==> config.mk <==
export PLATFORM = sky130hd
export DESIGN_NAME = adder_tree_seq
export DESIGN_NICKNAME = d
export VERILOG_FILES = /design/src/rtl/adder_tree_pkg.sv /design/src/rtl/adderTree_1D_p4.sv /design/src/rtl/adder_tree_seq.sv
export SDC_FILE = /design/constraint.sdc
export NUM_CORES = 2
export LEC_CHECK = 0
export ABC_AREA = 1
export BUFFER_PORTS_ARGS = -buffer_cell sky130_fd_sc_hd__buf_4
export CORE_UTILIZATION = 30
export CTS_BUF_LIST = sky130_fd_sc_hd__clkbuf_8
export DETAILED_ROUTE_END_ITERATION = 10
export PLACE_DENSITY = 0.46
export SYNTH_ARGS = -nofsm -noshare
export SYNTH_HDL_FRONTEND = slang
export SYNTH_SLANG_ARGS = --single-unit
==> constraint.sdc <==
create_clock -name clk -period 13.93 [get_ports clk]
set_clock_uncertainty 0.15 [all_clocks]
set_input_delay 0.6965 -clock clk [delete_from_list [all_inputs] [get_ports clk]]
set_output_delay 0.6965 -clock clk [all_outputs]
set_load 0.05 [all_outputs]
==> src/rtl/adder_tree_pkg.sv <==
//------------------------------------------------------------------------------
// adder_tree_pkg
//
// Shared definitions for the adder-tree reduction path.
//
// Contents:
//   seq_state_t   - sequencer FSM encoding (IDLE, ISSUE, DRAIN, DONE)
//   tree_latency  - cycles from a tree input being presented to its sum being
//                   visible on the tree output (input register plus one
//                   register per 4-ary reduction level)
//   sat_signed    - clips a signed 64-bit value into a signed 'width'-bit range
//------------------------------------------------------------------------------
package adder_tree_pkg;

   typedef enum logic [1:0] {
      IDLE  = 2'd0,
      ISSUE = 2'd1,
      DRAIN = 2'd2,
      DONE  = 2'd3
   } seq_state_t;

   // ceil(log4(n)) reduction levels, computed as ceil(ceil(log2(n)) / 2),
   // plus the input register stage.
   function automatic int tree_latency(input int chunk_size);
      return (($clog2(chunk_size) + 1) / 2) + 1;
   endfunction

   // Saturate a signed value to the range of a signed 'width'-bit number.
   function automatic logic signed [63:0] sat_signed(input logic signed [63:0] value,
                                                     input int                 width);
      logic signed [63:0] max_v;
      logic signed [63:0] min_v;
      max_v = (64'sd1 <<< (width - 1)) - 64'sd1;
      min_v = -max_v - 64'sd1;
      if (value > max_v) begin
         return max_v;
      end else if (value < min_v) begin
         return min_v;
      end
      return value;
   endfunction

endpackage : adder_tree_pkg

==> src/rtl/adderTree_1D_p4.sv <==
//------------------------------------------------------------------------------
// adderTree_1D_p4
//
// Pipelined 4-ary adder tree. Sums INPUT_SIZE elements of WIDTH bits. Every
// add wraps at WIDTH bits; callers are responsible for keeping the sum inside
// range. There is no reset: the tree only carries data, and whoever consumes
// its output tracks validity separately.
//
// Latency: tree_latency(INPUT_SIZE) cycles. One register stage captures the
// inputs, then each 4-ary reduction level is registered.
//
// Ports:
//   clk       in   clock
//   in_data   in   [INPUT_SIZE-1:0][WIDTH-1:0]  operands, element i = in_data[i]
//   out_data  out  [WIDTH-1:0]                  registered sum
//------------------------------------------------------------------------------
module adderTree_1D_p4
   import adder_tree_pkg::*;
#(
   parameter int WIDTH      = 17,
   parameter int INPUT_SIZE = 16
) (
   input  logic                             clk,
   input  logic [INPUT_SIZE-1:0][WIDTH-1:0] in_data,
   output logic [WIDTH-1:0]                 out_data
);

   localparam int LEVELS = tree_latency(INPUT_SIZE) - 1;
   // Inputs are zero-padded up to the next power of four so every level
   // reduces groups of exactly four.
   localparam int PAD    = 4 ** LEVELS;

   // Offset of level l within the flattened node array. Level 0 holds the
   // PAD padded inputs, level l holds PAD/4^l partial sums; the root is last.
   function automatic int lvl_off(input int l);
      int o;
      o = 0;
      for (int i = 0; i < l; i++) begin
         o += PAD >> (2 * i);
      end
      return o;
   endfunction

   localparam int NODES = lvl_off(LEVELS + 1);

   wire  [NODES-1:0][WIDTH-1:0]      node;
   logic [INPUT_SIZE-1:0][WIDTH-1:0] in_q;

   always_ff @(posedge clk) begin
      in_q <= in_data;
   end

   assign node[INPUT_SIZE-1:0] = in_q;

   if (PAD > INPUT_SIZE) begin : g_pad
      assign node[PAD-1:INPUT_SIZE] = '0;
   end

   for (genvar l = 1; l <= LEVELS; l++) begin : g_lvl
      localparam int CNT = PAD >> (2 * l);
      localparam int SRC = lvl_off(l - 1);
      localparam int DST = lvl_off(l);

      logic [CNT-1:0][WIDTH-1:0] sum_q;

      always_ff @(posedge clk) begin
         for (int j = 0; j < CNT; j++) begin
            sum_q[j] <= node[SRC + 4*j]     + node[SRC + 4*j + 1]
                      + node[SRC + 4*j + 2] + node[SRC + 4*j + 3];
         end
      end

      assign node[DST+CNT-1:DST] = sum_q;
   end

   assign out_data = node[NODES-1];

endmodule : adderTree_1D_p4

==> src/rtl/adder_tree_seq.sv <==
//------------------------------------------------------------------------------
// adder_tree_seq
//
// Reduces a CHUNK_SIZE*NUM_CHUNKS element vector to a single sum by feeding
// one chunk per cycle through a shared adderTree_1D_p4 and accumulating the
// partial sums as they come out of the tree.
//
// Handshakes (both sides): a transfer happens on a rising clk edge where
// valid and ready are both 1. The block raises in_ready only in IDLE and
// accepts one vector at a time; out_valid stays high with out_data/out_sat
// held stable until out_ready is seen. Valid is never withdrawn by this block
// before its transfer completes.
//
// Build option:
//   ADDER_TREE_SEQ_SAT_EN  defined   -> out_data is the accumulator saturated to
//                                       the signed WIDTH range, out_sat flags it
//                          undefined -> out_data is the accumulator's low WIDTH
//                                       bits (wraps), out_sat is 0
//
// Ports:
//   clk        in   clock
//   reset      in   asynchronous reset, active low
//   in_valid   in   input vector valid
//   in_ready   out  block can accept a vector (IDLE)
//   in_data    in   [CHUNK_SIZE*NUM_CHUNKS-1:0][WIDTH-1:0] two's-complement
//                   elements; element e belongs to chunk e/CHUNK_SIZE
//   out_valid  out  result valid (DONE)
//   out_ready  in   consumer accepts the result
//   out_data   out  signed vector sum
//   out_sat    out  result was clipped
//   dbg_state  out  current FSM state (seq_state_t encoding)
//------------------------------------------------------------------------------
module adder_tree_seq
   import adder_tree_pkg::*;
#(
   parameter int WIDTH      = 17,
   parameter int CHUNK_SIZE = 16,
   parameter int NUM_CHUNKS = 4
) (
   input  logic                                        clk,
   input  logic                                        reset,
   input  logic                                        in_valid,
   output logic                                        in_ready,
   input  logic [CHUNK_SIZE*NUM_CHUNKS-1:0][WIDTH-1:0] in_data,
   output logic                                        out_valid,
   input  logic                                        out_ready,
   output logic signed [WIDTH-1:0]                     out_data,
   output logic                                        out_sat,
   output logic [1:0]                                  dbg_state
);

   localparam int TOTAL    = CHUNK_SIZE * NUM_CHUNKS;
   localparam int TREE_LAT = tree_latency(CHUNK_SIZE);
   // Wide enough that NUM_CHUNKS full-scale partials never wrap.
   localparam int ACC_W    = WIDTH + $clog2(NUM_CHUNKS) + 1;
   localparam int IDX_W    = (NUM_CHUNKS > 1) ? $clog2(NUM_CHUNKS) : 1;
   localparam int CNT_W    = $clog2(NUM_CHUNKS + 1);

   localparam logic [IDX_W-1:0] LAST_IDX = IDX_W'(NUM_CHUNKS - 1);
   localparam logic [CNT_W-1:0] ALL_RET  = CNT_W'(NUM_CHUNKS);

   seq_state_t                       state;
   logic [TOTAL-1:0][WIDTH-1:0]      vec_q;
   logic [IDX_W-1:0]                 issue_idx;
   logic [CNT_W-1:0]                 ret_cnt;
   logic [CNT_W-1:0]                 ret_next;
   logic [TREE_LAT-1:0]              vld_pipe;
   logic                             tail;
   logic signed [ACC_W-1:0]          acc;
   logic signed [ACC_W-1:0]          partial;
   logic [CHUNK_SIZE-1:0][WIDTH-1:0] chunk;
   logic [WIDTH-1:0]                 tree_sum;
   logic                             capture;

   assign capture  = (state == IDLE) && in_valid;
   assign tail     = vld_pipe[TREE_LAT-1];
   assign partial  = ACC_W'($signed(tree_sum));
   assign ret_next = ret_cnt + CNT_W'(tail);

   assign in_ready  = (state == IDLE);
   assign out_valid = (state == DONE);
   assign dbg_state = state;

   //---------------------------------------------------------------------------
   // Chunk select on the captured vector. Outside ISSUE the tree still sees a
   // chunk, but the valid pipe is not fed, so that result is never used.
   //---------------------------------------------------------------------------
   always_comb begin
      chunk = '0;
      for (int c = 0; c < NUM_CHUNKS; c++) begin
         if (issue_idx == IDX_W'(c)) begin
            chunk = vec_q[c*CHUNK_SIZE +: CHUNK_SIZE];
         end
      end
   end

   adderTree_1D_p4 #(
      .WIDTH      (WIDTH),
      .INPUT_SIZE (CHUNK_SIZE)
   ) u_tree (
      .clk      (clk),
      .in_data  (chunk),
      .out_data (tree_sum)
   );

   // Captured vector: plain data, only loaded on an input transfer.
   always_ff @(posedge clk) begin
      if (capture) begin
         vec_q <= in_data;
      end
   end

   //---------------------------------------------------------------------------
   // Sequencer, valid pipe and accumulator.
   //---------------------------------------------------------------------------
   always_ff @(posedge clk or negedge reset) begin
      if (!reset) begin
         state     <= IDLE;
         issue_idx <= '0;
         ret_cnt   <= '0;
         vld_pipe  <= '0;
         acc       <= '0;
      end else begin
         // A bit enters the pipe alongside each issued chunk and reaches the
         // tail exactly when that chunk's sum is on tree_sum.
         vld_pipe <= (vld_pipe << 1) | TREE_LAT'(state == ISSUE);

         if (tail) begin
            acc     <= acc + partial;
            ret_cnt <= ret_next;
         end

         case (state)
            IDLE: begin
               if (in_valid) begin
                  acc       <= '0;
                  ret_cnt   <= '0;
                  issue_idx <= '0;
                  state     <= ISSUE;
               end
            end
            ISSUE: begin
               if (issue_idx == LAST_IDX) begin
                  state <= DRAIN;
               end else begin
                  issue_idx <= issue_idx + IDX_W'(1);
               end
            end
            DRAIN: begin
               // Look at the count including this cycle's return so DONE is
               // entered on the same edge the last partial is accumulated.
               if (ret_next == ALL_RET) begin
                  state <= DONE;
               end
            end
            DONE: begin
               if (out_ready) begin
                  state <= IDLE;
               end
            end
            default: state <= IDLE;
         endcase
      end
   end

   //---------------------------------------------------------------------------
   // Result formatting, purely from the accumulator, so it holds through DONE.
   //---------------------------------------------------------------------------
`ifdef ADDER_TREE_SEQ_SAT_EN
   logic signed [63:0] acc_ext;
   logic signed [63:0] acc_sat;

   always_comb begin
      acc_ext  = 64'(acc);
      acc_sat  = sat_signed(acc_ext, WIDTH);
      out_data = acc_sat[WIDTH-1:0];
      out_sat  = (acc_sat != acc_ext);
   end
`else
   always_comb begin
      out_data = acc[WIDTH-1:0];
      out_sat  = 1'b0;
   end
`endif

endmodule : adder_tree_seq

**Yosys cells after proc, flatten, opt, wreduce, memory -nomap -nowiden**

Cells that the tools add are included.

- Bits in registers: 1475
- Latch bits: 0
- Memory bits (writable): 0
- Memory bits (read-only): 0
- Output and inout port bits: 22
- Memories: 0

- $add $sub $neg: 18
- $mul: 0
- Div/mod/pow operators: 0
- Order comparisons: 0
- Eq/ne operators: 12
- Shift operators: 0
- Muxes and demuxes: 18
- Bitwise logic cells: 1
- Reductions and logical operators: 6

Operators with widths:

| operator | count |
|---|---|
| $mux W272 | 4 |
| $add A17 B17 Y17 | 15 |
| $mux W20 | 3 |
| $add A20 B17 Y20 | 1 |
| $mux W2 | 6 |
| $mux W3 | 3 |
| $eq A2 B2 Y1 const B | 4 |
| $ne A2 B2 Y1 const B | 4 |
| $pmux W2 S4 | 1 |
| $eq A2 B1 Y1 const B | 2 |
| $logic_not A2 Y1 | 2 |
| $pmux W2 S2 | 1 |
| $reduce_and A4 Y1 | 1 |
| $add A3 B1 Y3 | 1 |
| $eq A3 B3 Y1 const B | 1 |
| $or A3 B1 Y3 | 1 |
| $reduce_and A3 Y1 | 1 |
| $add A2 B1 Y2 const B | 1 |
| $ne A2 B1 Y1 const B | 1 |
| $reduce_bool A2 Y1 | 1 |
| $logic_and A1 B1 Y1 | 1 |

**Logic depth before layout (Yosys ltp)**

- Depth in word-level cells: 5
- Depth in mapped cells: 15
- Depth with buffers taken out: 15

**By module**

A second synthesis with hierarchy kept.

- Cells, all modules: 5247
- Area, all modules: 60823.3 µm²

By module, submodules not included:

| module | times used | cells each | area an instance (µm²) | seq. area each (µm²) |
|---|---|---|---|---|
| adder_tree_seq | 1 | 3264 | 43599.3 | 33347.0 |
| adderTree_1D_p4 | 1 | 1983 | 17224.0 | 7146.9 |

**Least setup slack after synthesis**

OpenSTA, ideal clock, no wires.

- Path type: reg2reg
- Start: register state[0] (netlist: dbg_state[0])
- End: register vec_q[0] in the netlist's numbering, enable pin
- Arrival time: 13074 ps
- Data required time: 12830 ps
- Slack: -243 ps
- Cell stages (with the launch flop): 5
- Clock period less this slack: 14173 ps
- Cells stage by stage: dfrtp_1 > inv_1 > ha_1 > nand2_1 > inv_2

- Cells in the longest elaborated chain, start to end: 2

RTL lines:

| what | RTL line | source |
|---|---|---|
| start: declaration | adder_tree_seq.sv:62 | `seq_state_t state;` |
| start signal: assignment | adder_tree_seq.sv:118 | `state <= IDLE;` |
| start signal: assignment | adder_tree_seq.sv:139 | `state <= ISSUE;` |
| start signal: assignment | adder_tree_seq.sv:144 | `state <= DRAIN;` |
| $logic_not A2 Y1 | n/a |  |
| via in_ready | adder_tree_seq.sv:43 | `output logic in_ready,` |
| $logic_and A1 B1 Y1 | adder_tree_seq.sv:75 | `assign capture = (state == IDLE) && in_valid;` |
| via capture | adder_tree_seq.sv:73 | `logic capture;` |
| end signal: assignment | adder_tree_seq.sv:109 | `vec_q <= in_data;` |
| end: declaration | adder_tree_seq.sv:63 | `logic [TOTAL-1:0][WIDTH-1:0] vec_q;` |

The timed path passes the listed nets, and every way through them passes these cells.
A chain may end at the register's enable or synchronous reset.

**Final worst setup path**

- Start: register state[0] (netlist: dbg_state[0])
- End: register vec_q[215] in the netlist's numbering, enable pin

- Cells in the longest elaborated chain, start to end: 2

RTL lines:

| what | RTL line |
|---|---|
| $logic_not A2 Y1 | adder_tree_seq.sv:75 |
| $logic_and A1 B1 Y1 | adder_tree_seq.sv:75 |
| via capture | adder_tree_seq.sv:73 |

The timed path passes the listed nets, and every way through them passes these cells.

==> run_results.csv <==
group,metric,value,unit
outcome,outcome,"finished clean",
floorplan,die_x,448,µm
power_and_ir_drop,internal_power,12700,µW
synth,synthCells,4893,
placed_design,dp_hpwl,145000,µm
synth,ys_types,35,
setup_path,cpMostUsedCell,"buf_4",
power_and_ir_drop,p_leak,0.0373,µW
power_and_ir_drop,clkPwrFrac,18.2,%
global_route,grt_max_degree,192,
setup_path,r2r_slack,8.72,ns
sta,drv_slew,0,
layout,final_nets,8595,
route,wl_per_cell,20.7,µm
layout,mostFrequentLayoutCell,"buf_4",
sta,max-slew-margin-rel,15.6,%
synth,syn-cell-area,59600,µm²
clocking,clk_latency,1.03,ns
layout,fillers,18600,
clocking,cts_buffers,290,
floorplan,rows,163,
power_and_ir_drop,p_seq_share,30.3,%
hold_path,min-delay-path-class,"reg2reg",
hold_path,hold_depth,0,
placed_design,place_ws,8.65,ns
global_route,grt_pass1_wl,300000,µm
hold_path,min_from,"vld_pipe[0]$_DFF_PN0_",
setup_path,cp.arrival,5.67,ns
global_route,grt_antenna_before_repair,41,
sta,rsz0062_at_grt,"false",
sta,hold_violations,0,
floorplan,io_pins,1114,
power_and_ir_drop,p_per_area,257,nW/µm²
synth,avgSynthCellArea,12.2,µm²
setup_path,cp-start-kind,"flip-flop",
synth,ys_warn_count,0,
setup_path,worstReg2RegStart,"dbg_state[0]$_DFFE_PN0P_",
setup_path,slowest_delay,0.87,ns
power_and_ir_drop,finalPower,22500,µW
sta,clock.fmax,192,MHz
power_and_ir_drop,switching_share,43.5,%
synth,ys_seq_area_share,68.0,%
placed_design,gp_congestion,0.839,
route,vias,44800,
setup_path,r2r_end,"vec_q[215]$_DFFE_PP_",
setup_path,end_kind,"flip-flop",
setup_path,cp_top_family,"buffers and inverters",
setup_path,path_cells,"inv_1 > ha_1 > nand2_1 > inv_16 > buf_4 > buf_4 > buf_4",
route,dr.pass1.iters,7,
setup_path,critical_path.max_fanout,191,
sta,fin_tns_setup,0,ns
setup_path,required,14.39,ns
hold_path,holdPathEnd,"vld_pipe[1]$_DFF_PN0_",
sta,worst_slack,8.72,ns
layout,layout_common_cells,"buf_4, dlygate4sd3_1, edfxtp_1, nand2_1, inv_1",
clocking,cts-htree-levels,5,
clocking,cts_resized,0,
clocking,cts_tree,"yes",
sta,period_minus_slack,5.21,ns
floorplan,start_util,30.2,%
setup_path,critical_path_buf_inv_count,5,
route,drcViolationCount,0,
sta,hold_ws,0.199,ns
setup_path,crit_path_top_delay_cell,"buf_4",
layout,area_growth,46.4,%
sta,setup-violations-final,0,
clocking,cts_max_path_buffers,4,
sta,worst_pin_slew,1.27,ns
global_route,grt_usage,20.4,%
route,routed_wirelength,210000,µm
floorplan,die-area,200000,µm²
power_and_ir_drop,ir_drop,0.000207,V
synth,mappedNetlistNets,6252,
flow_run,drv_cap,0,
layout,drive_gt1_share,20.3,%
route,postRouteAntennaNets,0,
power_and_ir_drop,power.net_switching,9760,µW
floorplan,die_y,448,µm
route,routed_via_density,4.42,
clocking,clock-sinks,1472,
floorplan,core,197000,µm²
global_route,grt-ovfl-total,0,
setup_path,critical_path_class,"reg2reg",
placed_design,port_buffers,1112,
power_and_ir_drop,pwr-share-comb,51.5,%
clocking,clk_pin_slew_worst_paths,0.06,ns
sta,min_period_over_period,37.4,%
global_route,grt_pass1_vias,47000,
setup_path,ff2ff_path_depth,7,
synth,ys_ff_latch,1472,
route,dr.first_iter.drc_count,2880,
clocking,root_buffer,"clkbuf_8",
==> through the flow <==
stage	util (%)	cells	instance area, µm²
6_report	44.2	10100	87200
5_1_grt	44.2	10100	87200
4_1_cts	44.1	10100	87100
3_5_place_dp	35.9	8491	70800
3_3_place_gp	35.9	8491	70800
2_1_floorplan	-	4893	59600
==> power by group through the flow <==
stage / clock network (µW) / registers (µW) / logic, µW
5_1_grt: 4410 / 6920 / 13200
3_3_place_gp: 0 / 6920 / 11500
6_report: 4100 / 6810 / 11600
3_5_place_dp: 0 / 6910 / 11500
2_1_floorplan: 0 / 6940 / 7660
4_1_cts: 4230 / 6840 / 11900
==> worst max-delay path by stage <==
stage                                   startpoint                   end  slack (ns)  depth (start not counted)
after CTS                 dbg_state[0]$_DFFE_PN0P_  vec_q[487]$_DFFE_PP_        8.62                          7
after global placement                    in_valid  vec_q[759]$_DFFE_PP_        8.73                          6
after detailed placement  dbg_state[0]$_DFFE_PN0P_  vec_q[487]$_DFFE_PP_        8.65                          7
after floorplan           dbg_state[0]$_DFFE_PN0P_    vec_q[0]$_DFFE_PP_        4.69                          4
after global routing      dbg_state[0]$_DFFE_PN0P_  vec_q[485]$_DFFE_PP_        8.31                          7
final                     dbg_state[0]$_DFFE_PN0P_  vec_q[215]$_DFFE_PP_        8.72                          7
==> timing repair <==
action,4_1_cts,5_1_grt
hold buffers,1093,0
setup endpoints to repair,0,0
endpoints found under the hold margin,1120,0
setup buffers,0,0
==> synthesized netlist by cell type <==
cell type,n,area share [%]
a21boi_0,1,0.013
and2_0,1,0.011
inv_2,1,0.0063
clkbuf_1,97,0.61
o21bai_1,6,0.076
nand3_1,106,0.89
and2_1,3,0.032
o21ai_0,25,0.21
nor3_1,10,0.084
a21oi_1,611,5.1
buf_2,54,0.45
ha_1,106,2.2
o31ai_1,1,0.013
nor4_1,1,0.011
nand3b_1,3,0.038
dfrtp_1,27,1.1
inv_1,575,3.6
buf_1,25,0.16
xnor2_1,24,0.35
edfxtp_1,1088,55
or2_2,4,0.042
a21o_1,286,3.6
conb_1,1,0.0063
o211ai_1,10,0.13
nand4_1,6,0.063
nor2_1,374,2.4
fa_1,161,5.4
o21a_1,3,0.038
a31oi_1,4,0.042
xor2_1,59,0.87
buf_4,12,0.15
a211oi_1,1,0.013
nor3b_1,5,0.063
nand2_1,845,5.3
dfxtp_1,357,12
==> cell type report <==
| cell class | instances | area [µm²] | share of cell area [%] |
|---|---|---|---|
| multi-input combinational | 2657 | 16200 | 18.5 |
| inverter | 576 | 2190 | 2.51 |
| timing repair buffer | 2239 | 19600 | 22.5 |
| tap | 2640 | 3300 | 3.79 |
| clock inverter | 177 | 802 | 0.920 |
| clock buffer | 330 | 4540 | 5.21 |
| antenna | 42 | 105 | 0.121 |
| sequential | 1472 | 40500 | 46.4 |
==> routing by layer <==
metal | up-vias | GRT usage, % | wire [µm]
met2 | 1392 | 35.3 | 105000
met4 | 6 | 7.14 | 6140
li1 | 21200 | - | -
met5 | - | 0 | 38
met1 | 21800 | 25.1 | 87600
met3 | 371 | 4.01 | 10900
==> registers in the layout, indices dropped and copies added, names as in the netlist <==
register,count
u_tree.in_q,272
vec_q,1088
ret_cnt,3
acc,17
issue_idx,2
u_tree.out_data,17
dbg_state,2
vld_pipe,3
u_tree.g_lvl.sum_q,68
==> cells by family (layout without fill, tap and decap cells) <==
family | Yosys count | after routing | share of synthesized area, %
flip-flops | 1472 | 1472 | 68.0
buffers and inverters | 764 | 3322 | 5.00
XOR/XNOR | 83 | 83 | 1.22
other | 1 | 43 | 0.00629
adder cells (fa/ha/maj) | 267 | 267 | 7.64
AND/OR/NAND/NOR | 1358 | 1358 | 8.91
AO/OA/AOI/OAI | 948 | 948 | 9.26
No activity file was read; power rests on OpenSTA's default activity.
